--- config.mk ---
export PLATFORM = sky130hd
export DESIGN_NAME = encoding_block_flat
export DESIGN_NICKNAME = d
export VERILOG_FILES = /design/src/rtl/usb4_enc_pkg.sv /design/src/rtl/encoding_block_if.sv /design/src/rtl/enc_lane_packer.sv /design/src/rtl/encoding_block.sv /design/src/flat_wrapper.sv
export SDC_FILE = /design/constraint.sdc
export NUM_CORES = 1
export LEC_CHECK = 0
export ABC_AREA = 1
export BUFFER_PORTS_ARGS = -buffer_cell sky130_fd_sc_hd__buf_2
export CORE_MARGIN = 2
export CORE_UTILIZATION = 30
export CTS_CLUSTER_DIAMETER = 50
export DETAILED_ROUTE_END_ITERATION = 8
export SLEW_MARGIN = 30
export SYNTH_ARGS = -nofsm -noshare
export SYNTH_HDL_FRONTEND = slang
export SYNTH_SLANG_ARGS = --single-unit
--- constraint.sdc ---
create_clock -name enc_clk -period 2.6 [get_ports enc_clk]
set_input_delay 0.52 -clock enc_clk [delete_from_list [all_inputs] [get_ports enc_clk]]
set_output_delay 0.52 -clock enc_clk [all_outputs]
set_load 0.01 [all_outputs]
--- src/rtl/usb4_enc_pkg.sv ---
// Shared USB4 block-coding constants: speed codes and sync headers.
// Imported by both the transmit encoder and the lane decoder.
package usb4_enc_pkg;

   localparam logic [1:0] GEN4 = 2'd0;
   localparam logic [1:0] GEN3 = 2'd1;
   localparam logic [1:0] GEN2 = 2'd2;

   localparam logic [3:0] HDR132_DATA = 4'b0101;
   localparam logic [3:0] HDR132_OS   = 4'b1010;
   localparam logic [1:0] HDR66_DATA  = 2'b01;
   localparam logic [1:0] HDR66_OS    = 2'b10;

   localparam int BLK_W = 132;

endpackage

--- src/rtl/encoding_block_if.sv ---
// Byte-in / block-out bundle between lane adaptation, the encoder and the serializer.
// master drives bytes and controls; slave is the encoder producing blocks.
interface encoding_block_if;
   import usb4_enc_pkg::*;

   logic               enable_enc;
   logic [1:0]         gen_speed;
   logic               data_os;
   logic [7:0]         lane_0_tx;
   logic [7:0]         lane_1_tx;
   logic [BLK_W-1:0]   lane_0_tx_enc;
   logic [BLK_W-1:0]   lane_1_tx_enc;
   logic               enc_valid;
   logic               os_err;

   modport master (
      output enable_enc, gen_speed, data_os, lane_0_tx, lane_1_tx,
      input  lane_0_tx_enc, lane_1_tx_enc, enc_valid, os_err
   );

   modport slave (
      input  enable_enc, gen_speed, data_os, lane_0_tx, lane_1_tx,
      output lane_0_tx_enc, lane_1_tx_enc, enc_valid, os_err
   );

endinterface

--- src/rtl/enc_lane_packer.sv ---
// One lane's 16-byte block buffer and header formatter; block registered on the last byte's edge.
// No backpressure: a byte is written on every cycle wr_en is high.
module enc_lane_packer #(
   parameter logic [1:0] GEN3 = usb4_enc_pkg::GEN3,
   parameter logic [1:0] GEN2 = usb4_enc_pkg::GEN2
) (
   input  logic                           enc_clk,
   input  logic                           rst,
   input  logic                           wr_en,
   input  logic [3:0]                     wr_idx,
   input  logic [7:0]                     wr_byte,
   input  logic                           blk_done,
   input  logic [1:0]                     blk_gen,
   input  logic                           blk_data,
   output logic [usb4_enc_pkg::BLK_W-1:0] blk_out
);
   import usb4_enc_pkg::*;

   logic [15:0][7:0] buf_q;
   logic [15:0][7:0] buf_nxt;
   logic [BLK_W-1:0] blk_fmt;

   // The final byte is merged combinationally so the block loads on the same edge it arrives.
   always_comb begin
      buf_nxt = buf_q;
      if (wr_en)
         buf_nxt[wr_idx] = wr_byte;

      if (blk_gen == GEN2)
         blk_fmt = {66'd0, (blk_data ? HDR66_DATA : HDR66_OS), buf_nxt[7:0]};
      else if (blk_gen == GEN3)
         blk_fmt = {(blk_data ? HDR132_DATA : HDR132_OS), buf_nxt};
      else
         blk_fmt = {4'd0, buf_nxt};
   end

   always_ff @(posedge enc_clk or negedge rst) begin
      if (!rst) begin
         buf_q   <= '0;
         blk_out <= '0;
      end else begin
         buf_q <= buf_nxt;
         if (blk_done)
            blk_out <= blk_fmt;
      end
   end

endmodule

--- src/rtl/encoding_block.sv ---
// Two-lane USB4 transmit block encoder: enc_valid one cycle after the last byte of a block.
// No backpressure: one byte per lane is consumed every enabled enc_clk.
module encoding_block #(
   parameter logic [1:0] GEN4 = usb4_enc_pkg::GEN4,
   parameter logic [1:0] GEN3 = usb4_enc_pkg::GEN3,
   parameter logic [1:0] GEN2 = usb4_enc_pkg::GEN2
) (
   input  logic               enc_clk,
   input  logic               rst,
   encoding_block_if.slave    bus
);
   import usb4_enc_pkg::*;

   logic [3:0] byte_idx;
   logic [1:0] gen_q;
   logic       type_q;
   logic       enc_valid_q;
   logic       os_err_q;

   logic       first;
   logic [1:0] gen_eff;
   logic       type_eff;
   logic       reserved;
   logic [3:0] last_idx;
   logic       cap;
   logic       last;

   // At byte 0 the live speed/type define the block; afterwards the latched copies do.
   always_comb begin
      first    = (byte_idx == 4'd0);
      gen_eff  = first ? bus.gen_speed : gen_q;
      type_eff = first ? bus.data_os   : type_q;
      reserved = !((gen_eff == GEN2) || (gen_eff == GEN3) || (gen_eff == GEN4));
      last_idx = (gen_eff == GEN2) ? 4'd7 : 4'd15;
      cap      = bus.enable_enc && !reserved;
      last     = cap && (byte_idx == last_idx);
   end

   always_ff @(posedge enc_clk or negedge rst) begin
      if (!rst) begin
         byte_idx    <= 4'd0;
         gen_q       <= 2'd0;
         type_q      <= 1'b0;
         enc_valid_q <= 1'b0;
         os_err_q    <= 1'b0;
      end else begin
         if (!cap || last)
            byte_idx <= 4'd0;
         else
            byte_idx <= byte_idx + 4'd1;

         if (cap && first) begin
            gen_q  <= bus.gen_speed;
            type_q <= bus.data_os;
         end

         enc_valid_q <= last;
         os_err_q    <= cap && !first && (bus.data_os != type_q);
      end
   end

   assign bus.enc_valid = enc_valid_q;
   assign bus.os_err    = os_err_q;

   enc_lane_packer #(.GEN3(GEN3), .GEN2(GEN2)) u_lane0 (
      .enc_clk  (enc_clk),
      .rst      (rst),
      .wr_en    (cap),
      .wr_idx   (byte_idx),
      .wr_byte  (bus.lane_0_tx),
      .blk_done (last),
      .blk_gen  (gen_eff),
      .blk_data (type_eff),
      .blk_out  (bus.lane_0_tx_enc)
   );

   enc_lane_packer #(.GEN3(GEN3), .GEN2(GEN2)) u_lane1 (
      .enc_clk  (enc_clk),
      .rst      (rst),
      .wr_en    (cap),
      .wr_idx   (byte_idx),
      .wr_byte  (bus.lane_1_tx),
      .blk_done (last),
      .blk_gen  (gen_eff),
      .blk_data (type_eff),
      .blk_out  (bus.lane_1_tx_enc)
   );

endmodule
--- src/flat_wrapper.sv ---
// flat-port wrapper written by rule: the top's interface ports become plain ports
module encoding_block_flat import usb4_enc_pkg::*;
#(
   parameter logic [1:0] GEN4 = usb4_enc_pkg::GEN4,
   parameter logic [1:0] GEN3 = usb4_enc_pkg::GEN3,
   parameter logic [1:0] GEN2 = usb4_enc_pkg::GEN2
)
  (enc_clk, rst, bus_enable_enc, bus_gen_speed, bus_data_os, bus_lane_0_tx, bus_lane_1_tx, bus_lane_0_tx_enc, bus_lane_1_tx_enc, bus_enc_valid, bus_os_err);
  encoding_block_if bus_i ();
  input  logic enc_clk;
  input  logic rst;
  input wire logic [$bits(bus_i.enable_enc)-1:0] bus_enable_enc;
  input wire logic [$bits(bus_i.gen_speed)-1:0] bus_gen_speed;
  input wire logic [$bits(bus_i.data_os)-1:0] bus_data_os;
  input wire logic [$bits(bus_i.lane_0_tx)-1:0] bus_lane_0_tx;
  input wire logic [$bits(bus_i.lane_1_tx)-1:0] bus_lane_1_tx;
  output wire logic [$bits(bus_i.lane_0_tx_enc)-1:0] bus_lane_0_tx_enc;
  output wire logic [$bits(bus_i.lane_1_tx_enc)-1:0] bus_lane_1_tx_enc;
  output wire logic [$bits(bus_i.enc_valid)-1:0] bus_enc_valid;
  output wire logic [$bits(bus_i.os_err)-1:0] bus_os_err;
  assign bus_i.enable_enc = bus_enable_enc;
  assign bus_i.gen_speed = bus_gen_speed;
  assign bus_i.data_os = bus_data_os;
  assign bus_i.lane_0_tx = bus_lane_0_tx;
  assign bus_i.lane_1_tx = bus_lane_1_tx;
  assign bus_lane_0_tx_enc = bus_i.lane_0_tx_enc;
  assign bus_lane_1_tx_enc = bus_i.lane_1_tx_enc;
  assign bus_enc_valid = bus_i.enc_valid;
  assign bus_os_err = bus_i.os_err;
  encoding_block #(.GEN4(GEN4), .GEN3(GEN3), .GEN2(GEN2)) u_core (.enc_clk(enc_clk), .rst(rst), .bus(bus_i));
endmodule
== After elaboration in Yosys (flattened, before gate mapping) ==
Index checks and enable logic that the tools add are counted.

* Bits in registers: 529
* Bits of input ports: 22
* Output and inout port bits: 266
* Word-level logic and storage cells: 75

* Add/subtract/negate cells: 1
* $lt $le $gt $ge: 2
* Equality and inequality tests: 4
* Multiplexer cells: 16
* Reductions and logical operators: 13

{| class="wikitable"
|+ Operator list
! cell !! count
|-
| two-way mux 132 bit || 4
|-
| bitwise mux 128 bit || 2
|-
| two-way mux 128 bit || 2
|-
| demux 8 bit (select 4 bit) || 1
|-
| two-way mux 4 bit || 3
|-
| two-way mux 8 bit || 1
|-
| logical AND 1 bit || 6
|-
| less-than comparator 4 x 5 -> 1 bit, second input constant || 1
|-
| adder 4 x 1 -> 4 bit, second input constant || 1
|-
| equality test 4 bit || 1
|-
| greater-or-equal comparator 4 x 1 -> 1 bit, second input constant || 1
|-
| zero test 4 bit || 1
|-
| two-way mux 2 bit || 2
|-
| logical OR 1 bit || 3
|-
| equality test 2 x 1 -> 1 bit, second input constant || 1
|-
| equality test 2 bit, second input constant || 1
|-
| zero test 1 bit || 2
|-
| zero test 2 bit || 1
|-
| two-way mux 1 bit || 1
|-
| inequality test 1 bit || 1
|}

== Depth between registers and ports, before layout ==
Gate-level depths: netlist (run 1).

* Word-level depth: 9
* Depth in mapped cells: 15
* Mapped depth without buffers: 12

== Hierarchy ==
A second synthesis (run 1) with hierarchy kept.

* Cell total of the unflattened synthesis: 2265
* Area, all modules: 20754.9 sq um

{| class="wikitable"
|+ By module, submodules not included
! module !! times used !! cells each !! area each (sq um) !! sequential area each (sq um)
|-
| enc_lane_packer (u_core.u_lane1) || 1 || 1130 || 10233.6 || 6456.2
|-
| enc_lane_packer (u_core.u_lane0) || 1 || 1076 || 10019.6 || 6456.2
|-
| encoding_block || 1 || 59 || 501.7 || 225.2
|}

== Worst setup path after synthesis (run 1) ==
OpenSTA, ideal clock, no wires.

* Kind: flip-flop to flip-flop
* Start point: register u_core.byte_idx[0]
* End point: register u_core.u_lane1.blk_out[96] (netlist bit)
* Setup time: 0.136 ns
* Arrival time: 1.882 ns
* Required time: 2.464 ns
* Slack: 0.582 ns
* Stages on the path, launching flop included: 15
* Path buffers: 4
* Clock period less this slack: 2.018 ns
* Path through: dfrtp_1 -> inv_1 -> ha_1 -> buf_2 -> nand3_1 -> nand2_2 -> nand2_1 -> nand2_1 -> nand2_2 -> nand3_4 -> buf_6 -> buf_6 -> buf_2 -> nand2_1 -> o21ai_0

* Cells in the longest elaborated chain, start to end: 9
* Elaborated cells on any way between the ends: 20
* Those cells by class: 2 x order compare; 3 x eq/ne; 8 x mux; 7 x reduce/logical

{| class="wikitable"
|+ RTL lines
! what !! line !! source
|-
| from (decl) || encoding_block.sv:14 || <nowiki>logic [3:0] byte_idx;</nowiki>
|-
| from (signal assigned) || encoding_block.sv:50 || <nowiki>byte_idx <= byte_idx + 4'd1;</nowiki>
|-
| branches (longest 9 deep; another with less-than comparator 4 x 5 -> 1 bit) || n/a ||
|-
| to (signal assigned) || enc_lane_packer.sv:44 || <nowiki>blk_out <= blk_fmt;</nowiki>
|-
| to (decl) || enc_lane_packer.sv:15 || <nowiki>output logic [usb4_enc_pkg::BLK_W-1:0] blk_out</nowiki>
|}

Parallel ways; which one is timed is not known.
A chain may end at the register's enable or synchronous reset.

== Final worst setup path (run 1) ==
* Start point: register u_core.byte_idx[0]
* End point: register u_core.u_lane0.blk_out[68] (netlist bit)

* Cells in the longest elaborated chain, start to end: 9
* Elaborated cells on any way between the ends: 20
* Those cells by class: 2 x order compare; 3 x eq/ne; 8 x mux; 7 x reduce/logical

{| class="wikitable"
|+ RTL lines
! what !! line
|-
| branches (longest 9 deep; another with less-than comparator 4 x 5 -> 1 bit) || n/a
|-
| to (signal assigned) || enc_lane_packer.sv:44
|-
| to (decl) || enc_lane_packer.sv:15
|}

Parallel ways; which one is timed is not known.

==> metrics.md, run 1 <==
| Metric | Value |
|---|---|
| Fin. max-slew vios | 0 |
| Total power | 24.9 mW |
| Hold Path Class | in -> reg |
| Maximum vdd ir drop | 0.632 mV |
| Detailed-route wire length per cell | 17.6 microns |
| Layout cells sized above 1 | 0.159 |
| Via-to-Cell Ratio | 4.67 |
| Final setup vio count | 0 |
| Internal | 16.7 mW |
| Share of the synthesized area in the top cell type | 0.554 |
| Post-layout util | 0.375 |
| Clk pin slew, worst setup/hold paths | 0.06 ns |
| # Max-Cap Violations | 0 |
| Sw frac | 0.331 |
| Vias in the first global route | 19,300 |
| CORE AREA | 77,700 sq um |
| Worst EP arrival | 2.91 ns |
| I/O pins | 288 |
| Mapped Nets | 3,008 |
| Synth area leaders | dfrtp_1, nand2_1, o21ai_0 |
| Post-DRT Antenna Nets | 0 |
| Gpl congestion | 0.786 |
| Routed via count | 20,300 |
| Reg2Reg Setup Slack | 0.18 ns |
| Flops & latches, synth | 523 |
| Initial Util | 0.304 |
| IO Port Bufs | 287 |
| Outcome | finished, final reports clean |
| Hold Crit Start | bus_data_os |
| Total grt overflow | 0 |
| Comb power frac | 0.201 |
| Commonest non-fill, non-tap cell in the layout | nand2_1 |
| CTS tree | built |
| Crit. End Element | register |
| Num rows | 102 |
| Layout area overhead | 23.5% |
| Skew-Pair Late Insertion Delay | 0.63 ns |
| Number of clock sinks | 523 |
| Hpwl dp | 46.7 mm |
| First-pass GRT wire length | 117 mm |
| Final period util | 0.929 |
| Max FO, Critical Path | 53 |
| Sequential share of the synthesized area | 0.554 |
| Nets | 3,262 |
| Crit Reg-Reg Startpoint | u_core.byte_idx[0] |
| Share of power burned in the clock network | 0.419 |
| CTS Root Cell | clkbuf_16 |
| Fill cells | 7,938 |
| Most frequent cells in the layout | nand2_1, dfrtp_1, buf_2 |
| TritonRoute pass-1 iters | 5 |
| RSZ-0062 raised after global routing | no |
| CTS Buf Count | 72 |
| Cells after Synth | 2,982 |
| YS warnings | 0 |
| Routed WL | 76.4 mm |
| Largest net degree at the start of global routing | 130 |
| GRT Util Overall | 0.184 |
| Static Leak | 15.5 nW |
| H-tree depth | 3 |
| Initial antenna violation count | 3 |
| Clock skew | 0.0296 ns |
| Synth area leader | dfrtp_1 |
| Pwr dens | 855 nW/um^2 |
| DRC viols | 0 |
| Die W | 285 microns |
| Max_slew headroom | 0.462 |
| Switching Power | 8.26 mW |
| Hold Vio Cnt, Final | 0 |
| Flop pwr share | 0.380 |
| Tmin final | 2.42 ns |
| Crit path from | u_core.byte_idx[0] |
| Crit path required time | 3.09 ns |
| Clk buf depth | 3 |
| TNS Setup | 0 ns |
| Kind of critical path | reg -> reg |
| Critical path startpoint category | register |
| Die height | 285 microns |
| Number of distinct library cells after synthesis | 25 |
| Synth Area per Inst | 7.92 sq um |
| Iter 0 DRT Violations | 1,738 |
| Actual slew at the worst max-slew pin | 0.807 ns |
| Fmax achieved | 414 MHz |
| Die area | 81,000 sq um |
| Synth Cell Area | 23,600 sq um |
==> power by group through the flow <==
stage / clock [mW] / combinational [mW] / sequential, mW
finish: 10.4 / 5.02 / 9.47
global route: 11.0 / 5.65 / 9.58
CTS: 10.7 / 4.92 / 9.46
detailed placement: 0 / 4.89 / 9.59
global placement: 0 / 4.83 / 9.56
floorplan: 0 / 3.31 / 9.52
==> synthesized netlist by cell type (all sizes together) <==
cell    instances
buf           104
dfrtp         523
and3            1
nand4           2
and2            4
xor2            1
o21ai         335
clkbuf        104
ha              4
or2             1
nand3b        125
nand2        1643
nand3          18
inv           101
nor2           12
a21oi           1
nor3            3
==> kinds of logic after synthesis <==
logic type,after synthesis,synth area share
AOI/OAI and AO/OA,336,0.0712
xor gates and xnor gates,1,0.000371
buffers and inverters,309,0.0616
and+or+nand+nor,1809,0.311
DFF,523,0.554
adders and majority gates,4,0.00212
==> metrics by stage <==
| stage | setup WS (ns) | hold WS [ns] | area, sq um | std cells |
|---|---|---|---|---|
| 2_1_floorplan | 0.582 | 0.224 | 23600 | 2982 |
| 3_3_place_gp | 0.166 | 0.457 | 26400 | 4194 |
| 3_5_place_dp | 0.0864 | 0.461 | 26400 | 4194 |
| 4_1_cts | 0.0580 | 0.115 | 28900 | 4328 |
| 5_1_grt | 0.0311 | 0.161 | 29200 | 4335 |
| 6_report | 0.185 | 0.159 | 29200 | 4337 |
==> final cells by class <==
type                       instances  area [sq um]  area share
multi-input combinational       2150          9130       0.313
tap                             1040          1300      0.0446
timing repair buffer             388          2670      0.0916
inverter                         101           394      0.0135
sequential                       523         13100       0.449
antenna                            2          5.00    0.000172
clock inverter                    41           616      0.0211
clock buffer                      92          1960      0.0671
==> routing by layer <==
layer | share of wire | GRT usage | up-vias
met5 | 0 | 0 | -
met4 | 0.023 | 0.0562 | 0
met3 | 0.047 | 0.0264 | 103
met2 | 0.47 | 0.296 | 511
met1 | 0.46 | 0.256 | 9835
li1 | - | - | 9810
==> state kept, by name, indices dropped and copies added, names as in the netlist <==
name,count
u_core.bus.os_err,1
u_core.bus.enc_valid,1
u_core.gen_q,2
u_core.u_lane1.blk_out,128
u_core.u_lane0.blk_out,130
u_core.u_lane0.buf_q,128
u_core.byte_idx,4
u_core.type_q,1
u_core.u_lane1.buf_q,128
==> worst paths after layout <==
path                                                    to  cells past startpoint
worst max-delay path            u_core.u_lane0.blk_out[68]                     13
worst min-delay path                         u_core.type_q                      3
worst max register to register  u_core.u_lane0.blk_out[68]                     13
worst min register to register  u_core.u_lane0.blk_out[12]                      2
max in group asynchronous       u_core.u_lane0.blk_out[46]                      4
min in group asynchronous       u_core.u_lane0.blk_out[55]                      2
==> worst max-delay path, cell delays in order (launching register included) <==
cell and delay (ns):
dfrtp_1 0.42, inv_1 0.10, ha_2 0.23, nand2_2 0.09
nand2_1 0.07, nand2_1 0.15, nand2_8 0.16, nand2_8 0.11
inv_4 0.16, nand3_4 0.18, buf_12 0.23, buf_16 0.19
nand2_1 0.09, o21ai_0 0.08
==> timing repair <==
action,in CTS,in global routing
buffers inserted,0,3
resized for setup,0,19
hold buffers,1,0
setup endpoints to repair,0,174
endpoints found under the hold margin,37,0
(Power assumes the default switching activity.)
==> inputs of run 2 (changes only) <==
--- a/config.mk
+++ b/config.mk
@@ -11,6 +11,7 @@
 export CORE_UTILIZATION = 30
 export CTS_CLUSTER_DIAMETER = 50
 export DETAILED_ROUTE_END_ITERATION = 8
+export RECOVER_POWER = 25
 export SLEW_MARGIN = 30
 export SYNTH_ARGS = -nofsm -noshare
 export SYNTH_HDL_FRONTEND = slang
==> metrics.md, run 2 (synthesis gave the netlist of run 1 again) <==
| Metric | Value |
|---|---|
| Gpl congestion | 0.786 (unchanged) |
| Total grt overflow | 0 (unchanged) |
| Clk buf depth | 3 (unchanged) |
| Die W | 285 microns (unchanged) |
| Die height | 285 microns (unchanged) |
| Number of clock sinks | 523 (unchanged) |
| Detailed-route wire length per cell | 17.6 microns (+0.12%) |
| # Max-Cap Violations | 1 (+1) |
| Maximum vdd ir drop | 0.627 mV (-0.83%) |
| Crit Reg-Reg Startpoint | u_core.byte_idx[0] |
| Clk pin slew, worst setup/hold paths | 0.06 ns (about the same) |
| Failing checks | capacitance limit, slew limit |
| Switching Power | 8.26 mW (about the same) |
| Crit path from | u_core.byte_idx[0] |
| Inst Count DP | 4,194 (unchanged) |
| Iter 0 DRT Violations | 1,763 (+1.4%) |
| DRC viols | 0 (unchanged) |
| Hpwl dp | 46.7 mm (unchanged) |
| Share of power burned in the clock network | 0.419 (about the same) |
| Worst EP arrival | 2.91 ns (about the same) |
| Pwr dens | 856 nW/um^2 (+0.13%) |
| Fill cells | 7,947 (+0.11%) |
| CP Capture Point | u_core.u_lane0.blk_out[68] |
| Initial antenna violation count | 3 (unchanged) |
| Clock skew | 0.0296 ns (+0.0000836 ns) |
| Routed via count | 20,200 (-0.12%) |
| Largest net degree at the start of global routing | 130 (unchanged) |
| Outcome | finished, violations left |
| Max FO, Critical Path | 53 (unchanged) |
| Skew-Pair Late Insertion Delay | 0.63 ns (about the same) |
| Worst r2r dst | u_core.u_lane0.blk_out[68] |
| Layout cells sized above 1 | 0.159 (-0.000303) |
| Hold Vio Cnt, Final | 0 (unchanged) |
| Via-to-Cell Ratio | 4.67 (-0.12%) |
| Critical path startpoint category | register |
| Vias in the first global route | 19,300 (unchanged) |
| Most frequent cells in the layout | nand2_1, dfrtp_1, buf_2 |
| IO Port Bufs | 287 (unchanged) |
| Final setup vio count | 0 (unchanged) |
| Non-Filler Instances | 4,337 (unchanged) |
| CTS Buf Count | 72 (unchanged) |
| Max reg flops | 130 (unchanged) |
| Comb power frac | 0.201 (about the same) |
| Commonest non-fill, non-tap cell in the layout | nand2_1 |
| Die area | 81,000 sq um (unchanged) |
| RSZ-0062 raised after global routing | no |
| Nets | 3,262 (unchanged) |
| CTS Root Cell | clkbuf_16 |
| Kind of critical path | reg -> reg |
| Layout area overhead | 23.3% |
| Crit. End Element | register |
| Max_slew headroom | -0.0581 (-0.520) |
| Actual slew at the worst max-slew pin | 1.59 ns (+0.780 ns) |
| Num rows | 102 (unchanged) |
| Static Leak | 15.5 nW (-0.11%) |
| Sw frac | 0.331 (about the same) |
| Initial Util | 0.304 (unchanged) |
| First-pass GRT wire length | 117 mm (unchanged) |
| Final period util | 0.929 (about the same) |
| Hold_ws | 0.158 ns (-0.00110 ns) |
| Flop pwr share | 0.380 (about the same) |
| I/O pins | 288 (unchanged) |
| Reg2Reg Setup Slack | 0.18 ns (about the same) |
| Post-DRT Antenna Nets | 0 (unchanged) |
| Fmax achieved | 414 MHz (about the same) |
| Crit path required time | 3.09 ns (about the same) |
| Hold Path Class | in -> reg |
| Routed WL | 76.5 mm (+0.12%) |
| CTS tree | built |
| Tmin final | 2.42 ns (+0.000862 ns) |
| Internal | 16.7 mW (about the same) |
| TNS Setup | 0 ns (unchanged) |
| Reg2reg path depth | 13 (unchanged) |
| CORE AREA | 77,700 sq um (unchanged) |
| GRT Util Overall | 0.184 (unchanged) |
| TritonRoute pass-1 iters | 7 (+2) |
| H-tree depth | 3 (unchanged) |
| Place WS | 0.0864 ns (unchanged) |
| Largest Register | u_core.u_lane0.blk_out |
| PnR worst setup slack | 0.184 ns (-0.000862 ns) |
| Fin. max-slew vios | 43 (+43) |
## run 2: cell types whose count changed in the layout (fill, tap and decap cells not counted)
cell | previous run | this run
buf_6 | 4 | 5
clkbuf_1 | 12 | 13
clkbuf_2 | 0 | 5
buf_4 | 65 | 61
buf_12 | 21 | 19
buf_8 | 3 | 2
## run 2: worst max-delay path, cell delays in order (launching register included)
cell,delay [ns]
dfrtp_1,0.42
inv_1,0.10
ha_2,0.23
nand2_2,0.09
nand2_1,0.09
nand2_2,0.13
nand2_8,0.16
nand2_8,0.11
inv_4,0.16
nand3_4,0.18
buf_12,0.23
buf_16,0.19
nand2_1,0.08
o21ai_0,0.08
## run 2: worst min path at each step
| stage | start | to | slack [ns] | depth (start not counted) |
|---|---|---|---|---|
| global placement | u_core.u_lane0.blk_out[58] | u_core.u_lane0.blk_out[58] | 0.46 | 2 |
| finish | bus_data_os | u_core.type_q | 0.16 | 3 |
| floorplan | rst | u_core.bus.enc_valid | 0.22 | 0 |
| detailed placement | u_core.u_lane1.blk_out[1] | u_core.u_lane1.blk_out[1] | 0.46 | 2 |
| CTS | bus_data_os | u_core.type_q | 0.11 | 3 |
| global route | bus_data_os | u_core.type_q | 0.16 | 3 |
## run 2: power groups by stage
| stage | logic [mW] | clock network [mW] | registers (mW) |
|---|---|---|---|
| after global routing | 5.64 | 11.0 | 9.58 |
| after detailed placement | 4.89 | 0 | 9.59 |
| after global placement | 4.83 | 0 | 9.56 |
| final | 5.01 | 10.4 | 9.47 |
| after CTS | 4.92 | 10.7 | 9.46 |
| after floorplan | 3.31 | 0 | 9.52 |
## run 2: area by class of cell
class                      instances  area (sq um)  share of cell area
timing repair buffer             388          2630              0.0902
clock buffer                      92          1960              0.0672
antenna                            2          5.00            0.000172
sequential                       523         13100               0.449
clock inverter                    41           616              0.0211
inverter                         101           394              0.0135
tap                             1040          1300              0.0447
multi-input combinational       2150          9130               0.314
## run 2: repair_timing
action | in CTS | in global routing
hold buffers | 1 | 0
endpoints found under the setup margin | 0 | 174
hold endpoints to repair | 37 | 0
buffers inserted | 0 | 3
resized for setup | 0 | 19
## run 2: metal layers
layer | wire [microns] | up-vias | track usage
li1 | - | 9803 | -
met3 | 3830 | 100 | 0.0264
met2 | 36300 | 495 | 0.296
met1 | 34600 | 9836 | 0.256
met5 | 0 | - | 0
met4 | 1700 | 0 | 0.0562
## run 2: metrics by stage
step                power (mW)  utilization  cell area [sq um]
global route              26.2        0.375              29100
CTS                       25.0        0.372              28900
detailed placement        14.5        0.339              26400
finish                    24.9        0.375              29100
global placement          14.4        0.339              26400
floorplan                 12.8            -              23600
